## src/rtl/bcd_time_loader_pkg.sv

```systemverilog
// Shared definitions for the BCD time loader: digit positions, FSM states,
// and the binary field widths of the clock counter's parallel-load port.
package bcd_time_loader_pkg;

  // Digit positions in entry order; matches the display mux seg_select order.
  localparam logic [2:0] DIG_HR_MSD  = 3'd0;
  localparam logic [2:0] DIG_HR_LSD  = 3'd1;
  localparam logic [2:0] DIG_MIN_MSD = 3'd2;
  localparam logic [2:0] DIG_MIN_LSD = 3'd3;
  localparam logic [2:0] DIG_SEC_MSD = 3'd4;
  localparam logic [2:0] DIG_SEC_LSD = 3'd5;

  // Binary widths of the loaded time fields.
  localparam int HOUR_W   = 5;
  localparam int MINSEC_W = 6;

  typedef enum logic [1:0] {
    COLLECT = 2'd0,
    LOAD    = 2'd1,
    ERROR   = 2'd2
  } state_t;

endpackage

```

## src/rtl/bcd_to_binary.sv

```systemverilog
// Combinational two-digit BCD to binary converter with a range flag.
// Inverse of binary_to_bcd. The MSD is scaled by 10 with shifts and an add
// (x*8 + x*2), so no multiplier is needed. The flag is raised when either
// digit is not a decimal digit, or when the result reaches the exclusive limit.
// If the LSD is tied to 0, the same check rejects an MSD whose tens value is
// already too large.
module bcd_to_binary (
  input  logic [3:0] msd,
  input  logic [3:0] lsd,
  input  logic [6:0] limit,
  output logic [6:0] value,
  output logic       out_of_range
);

  // The sum is 8 bits wide so that an illegal 15*10+15 cannot wrap into range.
  logic [7:0] sum;

  assign sum          = ({4'd0, msd} << 3) + ({4'd0, msd} << 1) + {4'd0, lsd};
  assign value        = sum[6:0];
  assign out_of_range = (msd > 4'd9) || (lsd > 4'd9) || (sum >= {1'b0, limit});

endmodule

```

## src/rtl/bcd_time_loader.sv

```systemverilog
// Collects six BCD digits (hours MSD .. seconds LSD), range-checks each one
// on arrival, and presents binary hours/minutes/seconds with a load strobe.
// A bad digit aborts the entry and raises a one-cycle error strobe.
module bcd_time_loader
  import bcd_time_loader_pkg::*;
#(
  parameter int HOUR_LIMIT    = 24,
  parameter int MIN_SEC_LIMIT = 60
) (
  input  logic                i_clk,
  input  logic                i_reset,
  input  logic [3:0]          i_bcd,
  input  logic                i_bcd_valid,
  output logic                o_bcd_ready,
  input  logic                i_abort,
  output logic [2:0]          o_digit_idx,
  output logic [HOUR_W-1:0]   o_hours,
  output logic [MINSEC_W-1:0] o_minutes,
  output logic [MINSEC_W-1:0] o_seconds,
  output logic                o_load,
  output logic                o_error
);

  state_t state, state_next;

  logic [2:0]          idx;
  logic [3:0]          msd_hold;
  logic [HOUR_W-1:0]   stage_hr;
  logic [MINSEC_W-1:0] stage_min;
  logic [MINSEC_W-1:0] stage_sec;

  logic       is_lsd;
  logic       accept;
  logic [3:0] conv_msd;
  logic [3:0] conv_lsd;
  logic [6:0] conv_limit;
  logic [6:0] conv_value;
  logic       digit_bad;
  logic       conv_value_unused;

  // Odd positions are LSDs. They are checked against the MSD already held.
  // Even positions are MSDs. They are checked as MSD*10 with an LSD of 0.
  assign is_lsd     = idx[0];
  assign conv_msd   = is_lsd ? msd_hold : i_bcd;
  assign conv_lsd   = is_lsd ? i_bcd : 4'd0;
  assign conv_limit = (idx <= DIG_HR_LSD) ? 7'(HOUR_LIMIT) : 7'(MIN_SEC_LIMIT);

  bcd_to_binary u_bcd_to_binary (
    .msd          (conv_msd),
    .lsd          (conv_lsd),
    .limit        (conv_limit),
    .value        (conv_value),
    .out_of_range (digit_bad)
  );

  // The widest field is 6 bits, so the converter's top bit is never loaded.
  // It can only be set for values that are already flagged as out of range.
  assign conv_value_unused = conv_value[6];

  // An abort takes priority over a digit presented in the same cycle.
  assign accept = (state == COLLECT) && i_bcd_valid && !i_abort;

  // State register.
  // NOTE: sequential state uses non-blocking assignments. Every flop then
  // samples the values from before the edge, whatever order the blocks run in.
  always_ff @(posedge i_clk) begin
    if (i_reset) state <= COLLECT;
    else         state <= state_next;
  end

  // Next-state logic. LOAD and ERROR each last one cycle.
  // NOTE: the default is assigned before the case, so every path drives
  // state_next and no latch is inferred.
  always_comb begin
    state_next = state;
    case (state)
      COLLECT: begin
        if (accept) begin
          if (digit_bad)                state_next = ERROR;
          else if (idx == DIG_SEC_LSD)  state_next = LOAD;
        end
      end
      LOAD:    state_next = COLLECT;
      ERROR:   state_next = COLLECT;
      default: state_next = COLLECT;
    endcase
  end

  // The strobes and the ready flag are decoded directly from the state.
  assign o_bcd_ready = (state == COLLECT);
  assign o_load      = (state == LOAD);
  assign o_error     = (state == ERROR);
  assign o_digit_idx = idx;

  // Index counter, staging registers and output registers.
  // NOTE: the data registers are reset as well as the FSM. After reset the
  // loaded time must read 00:00:00, and any partial entry must be discarded.
  always_ff @(posedge i_clk) begin
    if (i_reset) begin
      idx       <= DIG_HR_MSD;
      msd_hold  <= '0;
      stage_hr  <= '0;
      stage_min <= '0;
      stage_sec <= '0;
      o_hours   <= '0;
      o_minutes <= '0;
      o_seconds <= '0;
    end else if (state == COLLECT) begin
      if (i_abort || (accept && digit_bad)) begin
        idx       <= DIG_HR_MSD;
        msd_hold  <= '0;
        stage_hr  <= '0;
        stage_min <= '0;
        stage_sec <= '0;
      end else if (accept) begin
        idx <= (idx == DIG_SEC_LSD) ? DIG_HR_MSD : idx + 3'd1;
        if (!is_lsd) msd_hold <= i_bcd;
        case (idx)
          DIG_HR_MSD, DIG_HR_LSD:   stage_hr  <= conv_value[HOUR_W-1:0];
          DIG_MIN_MSD, DIG_MIN_LSD: stage_min <= conv_value[MINSEC_W-1:0];
          DIG_SEC_MSD:              stage_sec <= conv_value[MINSEC_W-1:0];
          DIG_SEC_LSD: begin
            // The last digit goes straight to the outputs on the edge that enters LOAD.
            o_hours   <= stage_hr;
            o_minutes <= stage_min;
            o_seconds <= conv_value[MINSEC_W-1:0];
            stage_hr  <= '0;
            stage_min <= '0;
            stage_sec <= '0;
          end
          default: ;
        endcase
      end
    end
  end

endmodule
```

## config.mk

```make
export PLATFORM = sky130hd
export DESIGN_NAME = bcd_time_loader
export DESIGN_NICKNAME = d
export VERILOG_FILES = /design/src/rtl/bcd_time_loader_pkg.sv /design/src/rtl/bcd_to_binary.sv /design/src/rtl/bcd_time_loader.sv
export SDC_FILE = /design/constraint.sdc
export NUM_CORES = 1
export LEC_CHECK = 0
export ABC_AREA = 1
export BUFFER_PORTS_ARGS = -buffer_cell sky130_fd_sc_hd__buf_2
export CORE_MARGIN = 5
export CORE_UTILIZATION = 56
export DETAILED_ROUTE_END_ITERATION = 8
export PLACE_DENSITY = 0.79
export SYNTH_ARGS = -nofsm -noshare
export SYNTH_HDL_FRONTEND = slang
export SYNTH_SLANG_ARGS = --single-unit
```

## constraint.sdc

```tcl
create_clock -name i_clk -period 3.4 [get_ports i_clk]
set_input_delay 0.51 -clock i_clk [delete_from_list [all_inputs] [get_ports i_clk]]
set_output_delay 0.51 -clock i_clk [all_outputs]
set_load 0.1 [all_outputs]
```

## Word-level counts from Yosys, hierarchy flattened

Cells that the tools add are included.

| word-level totals | value |
|---|---|
| register bits | 37 |
| input port bits | 8 |
| output and inout bits | 23 |

| operators by class | value |
|---|---|
| add/sub/neg operators | 3 |
| magnitude comparators | 4 |
| equal/unequal tests | 6 |
| mux-type cells | 16 |
| bitwise gates (word level) | 2 |
| reductions and logical operators | 21 |

Operators by type and width:

| operator | number |
|---|---|
| 6-bit two-way mux | 3 |
| 4-bit two-way mux | 4 |
| 6-bit case mux with 2 select lines | 1 |
| 5-bit two-way mux | 2 |
| 5-bit case mux with 2 select lines | 1 |
| 3-bit two-way mux | 3 |
| 7-bit by 5-bit adder with 8-bit output | 1 |
| 8-bit by 4-bit adder with 8-bit output | 1 |
| 8-bit by 6-bit greater-or-equal comparator with 1-bit output | 1 |
| 4-bit greater-than comparator, second input constant | 2 |
| 3-bit by 2-bit equality test with 1-bit output, second input constant | 2 |
| 3-bit AND reduction | 2 |
| 3-bit nonzero test | 2 |
| 2-bit OR reduction | 3 |
| 2-bit two-way mux | 2 |
| 2-bit AND reduction | 2 |
| 4-bit AND reduction | 1 |
| 2-bit nonzero test | 2 |
| 3-bit by 1-bit adder with 3-bit output, second input constant | 1 |
| 3-bit by 1-bit equality test with 1-bit output, second input constant | 1 |
| 3-bit equality test, second input constant | 1 |
| 3-bit by 1-bit <= comparator with 1-bit output, second input constant | 1 |
| 1-bit logical AND | 3 |
| 3-bit logical NOT | 1 |
| 6 further kinds | 9 |

## Longest topological paths before layout

| depth | value |
|---|---|
| depth in word-level cells | 9 |
| mapped depth | 22 |
| mapped depth without buffers | 21 |

## By module

A second synthesis with hierarchy kept.

| second synthesis, totals | value |
|---|---|
| cell total of the unflattened synthesis | 304 |
| area, all modules | 2149.6 um2 |

Modules (own cells, without submodules):

| module | instances | cells an instance | area each (um2) |
|---|---|---|---|
| bcd_time_loader | 1 | 234 | 1687.9 |
| bcd_to_binary | 1 | 70 | 461.7 |

## Least setup slack after synthesis

Ideal clock, no wire load.

| timing path | value |
|---|---|
| path kind | flip-flop to flip-flop |
| start point | register idx[0], in the netlist o_digit_idx[0] |
| end point | register stage_min[4] |
| data arrival time | 3.617 ns |
| setup slack | -0.332 ns |
| stages on the path, launching flop included | 21 |
| period minus slack after synthesis | 3.732 ns |
| cells stage by stage | dfxtp_1 -> buf_6 -> inv_6 -> or2_2 -> o21ai_0 -> inv_1 -> ha_1 -> ha_1 -> fa_1 -> inv_1 -> nor2_1 -> nand2_1 -> nand2_1 -> nand2_1 -> nand3_4 -> nand2_2 -> nand3_2 -> buf_2 -> nand3_1 -> nand2_1 -> nor2_1 |

| between the ends | value |
|---|---|
| cells in the longest elaborated chain, start to end | 9 |

RTL lines:

| item | line | RTL |
|---|---|---|
| start, declared | bcd_time_loader.sv:26 | `logic [2:0] idx;` |
| start signal, assigned | bcd_time_loader.sv:116 | `idx <= (idx == DIG_SEC_LSD) ? DIG_HR_MSD : idx + 3'd1;` |
| 4-bit two-way mux | - |  |
| 7-bit by 5-bit adder with 8-bit output | bcd_to_binary.sv:18 | `assign sum = ({4'd0, msd} << 3) + ({4'd0, msd} << 1) + {4'd0, lsd};` |
| 8-bit by 4-bit adder with 8-bit output (*) | bcd_to_binary.sv:18 |  |
| named net conv_value[3] | bcd_time_loader.sv:37 | `logic [6:0] conv_value;` |
| 8-bit by 6-bit greater-or-equal comparator with 1-bit output (*) | bcd_to_binary.sv:20 | `assign out_of_range = (msd > 4'd9) \|\| (lsd > 4'd9) \|\| (sum >= {1'b0, limit});` |
| 1-bit logical OR (*) | bcd_to_binary.sv:20 |  |
| 1-bit logical AND (*) | bcd_time_loader.sv:109 | `if (i_abort \|\| (accept && digit_bad)) begin` |
| 1-bit logical OR (*) | bcd_time_loader.sv:109 |  |
| 3-bit nonzero test (no source line) or 2-bit nonzero test (tied branches) | - |  |
| 3-bit AND reduction (no source line) | - |  |
| end signal, assigned | bcd_time_loader.sv:120 | `DIG_MIN_MSD, DIG_MIN_LSD: stage_min <= conv_value[MINSEC_W-1:0];` |
| end, declared | bcd_time_loader.sv:29 | `logic [MINSEC_W-1:0] stage_min;` |

The timed path passes the listed nets; every way through them passes the cells marked *. The select of a mux whose other input is x is not followed.
A chain may end at the register's enable or synchronous reset.

## Final worst setup path

| timing path | value |
|---|---|
| start point | register idx[0], in the netlist o_digit_idx[0] |
| end point | register stage_hr[2] |

| between the ends | value |
|---|---|
| cells in the longest elaborated chain, start to end | 9 |

RTL lines:

| item | line | RTL |
|---|---|---|
| 4-bit two-way mux | - |  |
| 7-bit by 5-bit adder with 8-bit output | bcd_to_binary.sv:18 |  |
| 8-bit by 4-bit adder with 8-bit output (*) | bcd_to_binary.sv:18 |  |
| named net conv_value[3] | bcd_time_loader.sv:37 |  |
| 8-bit by 6-bit greater-or-equal comparator with 1-bit output (*) | bcd_to_binary.sv:20 |  |
| 1-bit logical OR (*) | bcd_to_binary.sv:20 |  |
| 1-bit logical AND (*) | bcd_time_loader.sv:109 |  |
| 1-bit logical OR (*) | bcd_time_loader.sv:109 |  |
| 3-bit nonzero test (no source line) or 2-bit nonzero test (tied branches) | - |  |
| 3-bit AND reduction (no source line) | - |  |
| end signal, assigned | bcd_time_loader.sv:119 | `DIG_HR_MSD, DIG_HR_LSD: stage_hr <= conv_value[HOUR_W-1:0];` |
| end, declared | bcd_time_loader.sv:28 | `logic [HOUR_W-1:0] stage_hr;` |

Marks and branches as above.

==> impl_summary.md <==
Clock network
The clock tree from TritonCTS is done. The register clock-pin slew on the reported worst setup and hold paths is 110 ps. The H-tree level count is 2. The later pin in the worst-skew pair is clocked with a latency of approximately 350 ps.

No sink is reached through more buffers than the 2 on the longest clock path. The post-cts hold buffer count is 0. The clock net sink count is 37.

The number of buffers inserted during clock tree synthesis is 5. The buffer type at the clock tree root is sky130_fd_sc_hd__clkbuf_4.

Detailed routing
The first routing iteration left 157 violations. The overall via count from detail_route is 1780. For this run, the detailed router's first-pass iteration total came to 4. The remaining design rule violation count is 0. For this block, the routed nets add up to 4.09 mm of wire.

After detailed routing, the average wire length per cell comes to 11.6 µm. In this run the remaining antenna-violating nets after routing total 0. The number of vias per cell after detailed routing is about 5.0.

Layout
Registers take 744 µm². Of the cells placed in the final design, the portion with a size suffix greater than 1 is 0.189. Fill cells in the final layout number 316. The net count of the finished layout is 325. Compared with the post-synthesis result, the final layout area differs by 13.3%.

The multi-input combinational cells in the finished layout cover a total of around 0.0011 mm². Once layout is done, the placed cells without fillers occupy 0.00221 mm². The finished layout holds 353 standard cells, fillers aside. The number of diodes is 0.

GRT
The initial antenna violation count came to 0. The overall overflow remaining after global route is 0. The first global-routing pass estimated slightly above 7 mm of wire. Entering global routing, the biggest net connects 25 pins. The via count of the first global-routing pass was 1664. For this run, the total global-route usage over all layers was measured as 0.181.

Critical path
Tracing the worst setup path back leads to its startpoint at o_digit_idx[0]$_SDFFE_PP0P_. STA classifies the critical path startpoint as a register. Walking the worst path, the cells encountered are inv_6, or2_2, o21ai_2, inv_1, ha_1, ha_1, fa_1, inv_1, nor2_1, nand2_1, nand2_1, nand2_1, nand3_4, nand2_2, buf_4, nand3_1, nand3_1, nand2_1, nor2_1. On the critical path the largest part of the delay comes from simple AND/OR/NAND/NOR gates.

STA puts the critical path data required time at 3640 ps. The dominant cell type by count on the critical path is sky130_fd_sc_hd__nand2_1. For the worst setup path, the data arrival time is between 3000 and 4000 ps. By startpoint and endpoint, the worst setup path is classified as reg2reg.

The reg-to-reg startpoint is o_digit_idx[0]$_SDFFE_PP0P_. The critical path's largest stage delay is 570 ps. For this design, the slowest cell found on the critical path is sky130_fd_sc_hd__fa_1. Along the worst path, the maximum fanout reaches 11. The count of buffer and inverter cells on the critical path is 4. STA classifies the critical path endpoint as a register.

Timing
The sum of negative setup slack is 0 ps. Final hold analysis gives a worst-case slack of 474 ps. Measured against its own limit, the worst slew margin works out to 0.477. The smallest clock period supported by the final layout is computed as 3170 ps. The worst clock skew on the final layout is 11.4 ps. Based on the critical path, the design can be clocked at up to 315 MHz. The measured slew at the worst slew-check pin is about 800 ps. In the finished design, the share of the clock period the worst path needs comes to 0.933.

Setup violations remaining at the end of the flow were counted as 0. Setup repair after global routing left no endpoint under its margin. The number of hold violations in the final report is 0.

The final max-slew violation count is 0.

Floorplan
The area of the placeable core is around 0.0034 mm². Pin placement for this block handled 31 I/O pins. The overall die area is ~0.0048 mm². The die extent in y is between 60 and 70 µm.

The initial utilization of the core area, before any placement, comes to 0.581. The die extent in x is 69.1 µm. In this run the core area contains 21 standard-cell rows.

Logic synthesis
Of the synthesized area, sequential elements account for 0.379. The average cell area after synthesis is 7.08 µm². The flip-flop and latch count after synthesis is 37.

The proportion of synthesized flip-flops having asynchronous set or reset is 0. Synthesis handed over a netlist of 276 instances. Among all flip-flop cells after synthesis, the most frequent one is sky130_fd_sc_hd__dfxtp_1.

The synthesized netlist occupies a cell area of between 0.0015 and 0.002 mm². Yosys mapped a number of flops with a built-in enable equal to 0. The count of different cell masters after synthesis is 27. The number of nets handed over by synthesis was between 200 and 300. The number of warning messages in the yosys log is 0.

Power
Total power for the finished layout comes to 0.885 mW. The leakage power figure is approximately 1.2 nW. Power spread over the standard cell area amounts to 399 mW/mm². The worst ir drop on vdd is 0.247 mV.

Outcome
The flow ran to the end, and the final reports show no timing, DRC or antenna violations.

Placed design
The number of buffers inserted by port buffering is 30. The post-placement cell area is about 0.0021 mm². The cell total after placement is 345. The routability congestion estimate from global placement is ~0.82. Detailed placement ended at an HPWL of between 2 and 3 mm.

Worst hold path
The startpoint identified for the worst hold timing path is msd_hold[0]$_SDFFE_PP0P_. The worst hold path belongs to the class reg2reg.

Flow run
Max-cap violations in this run came to 0.
## report_power, final
part | internal [mW] | total (mW) | switching (mW)
clock | 0.102 | 0.241 | 0.139
combinational | 0.0607 | 0.185 | 0.124
sequential | 0.448 | 0.459 | 0.0104
## Yosys cell counts (2+ instances only)
cell,count,share of area
sky130_fd_sc_hd__buf_2,3,0.0077
sky130_fd_sc_hd__a21oi_1,18,0.046
sky130_fd_sc_hd__nor2_1,59,0.11
sky130_fd_sc_hd__nand2_2,5,0.016
sky130_fd_sc_hd__buf_6,2,0.012
sky130_fd_sc_hd__nor3_1,6,0.015
sky130_fd_sc_hd__inv_1,30,0.058
sky130_fd_sc_hd__nand3_2,2,0.010
sky130_fd_sc_hd__nand2_1,51,0.098
sky130_fd_sc_hd__o21bai_1,2,0.0077
sky130_fd_sc_hd__dfxtp_1,37,0.38
sky130_fd_sc_hd__ha_1,9,0.058
sky130_fd_sc_hd__nand2_4,3,0.017
sky130_fd_sc_hd__nor3_2,2,0.010
sky130_fd_sc_hd__nand3_1,19,0.049
sky130_fd_sc_hd__o21ai_0,11,0.028
sky130_fd_sc_hd__o21ai_1,4,0.010
sky130_fd_sc_hd__fa_1,2,0.020
sky130_fd_sc_hd__clkbuf_1,3,0.0058
## layout make-up
class / instances / share of cell area
inverters: 33 / 0.0605
well taps: 46 / 0.0260
flip-flops and latches: 37 / 0.336
repair buffers: 32 / 0.0746
multi-input cells: 197 / 0.476
clock buffers: 8 / 0.0266
## sequential cells by signal, summed over array words and instances, names as in the netlist
signal	flops
stage_hr	5
o_seconds	6
o_digit_idx	3
stage_min	6
msd_hold	4
state	2
o_minutes	6
o_hours	5
## cells by family (layout without fill, tap and decap cells)
family                     after synthesis  count (layout)  share of synthesized area
AOI/OAI and AO/OA                       35              35                     0.0922
adders and majority gates               11              11                     0.0781
buffers and inverters                   42              73                     0.0954
DFF                                     37              37                      0.379
and+or+nand+nor                        151             151                      0.355
## through the flow
step / utilization / setup slack (ps)
global route: 0.658 / 32.3
detailed placement: 0.633 / 93.2
finish: 0.658 / 228
global placement: 0.633 / 135
CTS: 0.650 / 83.9
floorplan: - / 148
## per-layer routing
layer	GRT usage	wire length, µm	vias to the layer above
met3	0.0436	192	8
met2	0.292	1950	32
li1	-	-	928
met1	0.229	1890	812
met5	0	0	-
met4	0.0759	58	0
## cells in the final DEF (no fill, tap or decap), drive strengths merged
cell type	n
o21ai	15
nand3b	1
dfxtp	37
ha	9
buf	32
nor3	8
or2	1
clkinv	1
inv	32
nand3	22
a21oi	18
nor2	60
nand2	59
clkbuf	8
o21bai	2
fa	2
## path summary, 6_finish.rpt
path                                   end  slack, ps  cells past startpoint
setup reg to reg  stage_hr[2]$_SDFFE_PP0P_        230                     19
hold / removal    msd_hold[0]$_SDFFE_PP0P_        470                      2
setup / recovery  stage_hr[2]$_SDFFE_PP0P_        230                     19
hold reg to reg   msd_hold[0]$_SDFFE_PP0P_        470                      2
## worst reg2reg max path, delay by kind of cell (launching register included)
kind,cells,cell delay [ps]
and+or+nand+nor,11,1180
adders and majority gates,3,970
DFF,1,450
buffers and inverters,4,390
AOI/OAI and AO/OA,1,90
## timing repair
| action | 4_1_cts | 5_1_grt |
|---|---|---|
| setup buffers | 0 | 0 |
| setup endpoints to repair | 0 | 28 |
| gates resized for setup | 0 | 7 |
No activity file was read; power rests on OpenSTA's default activity.
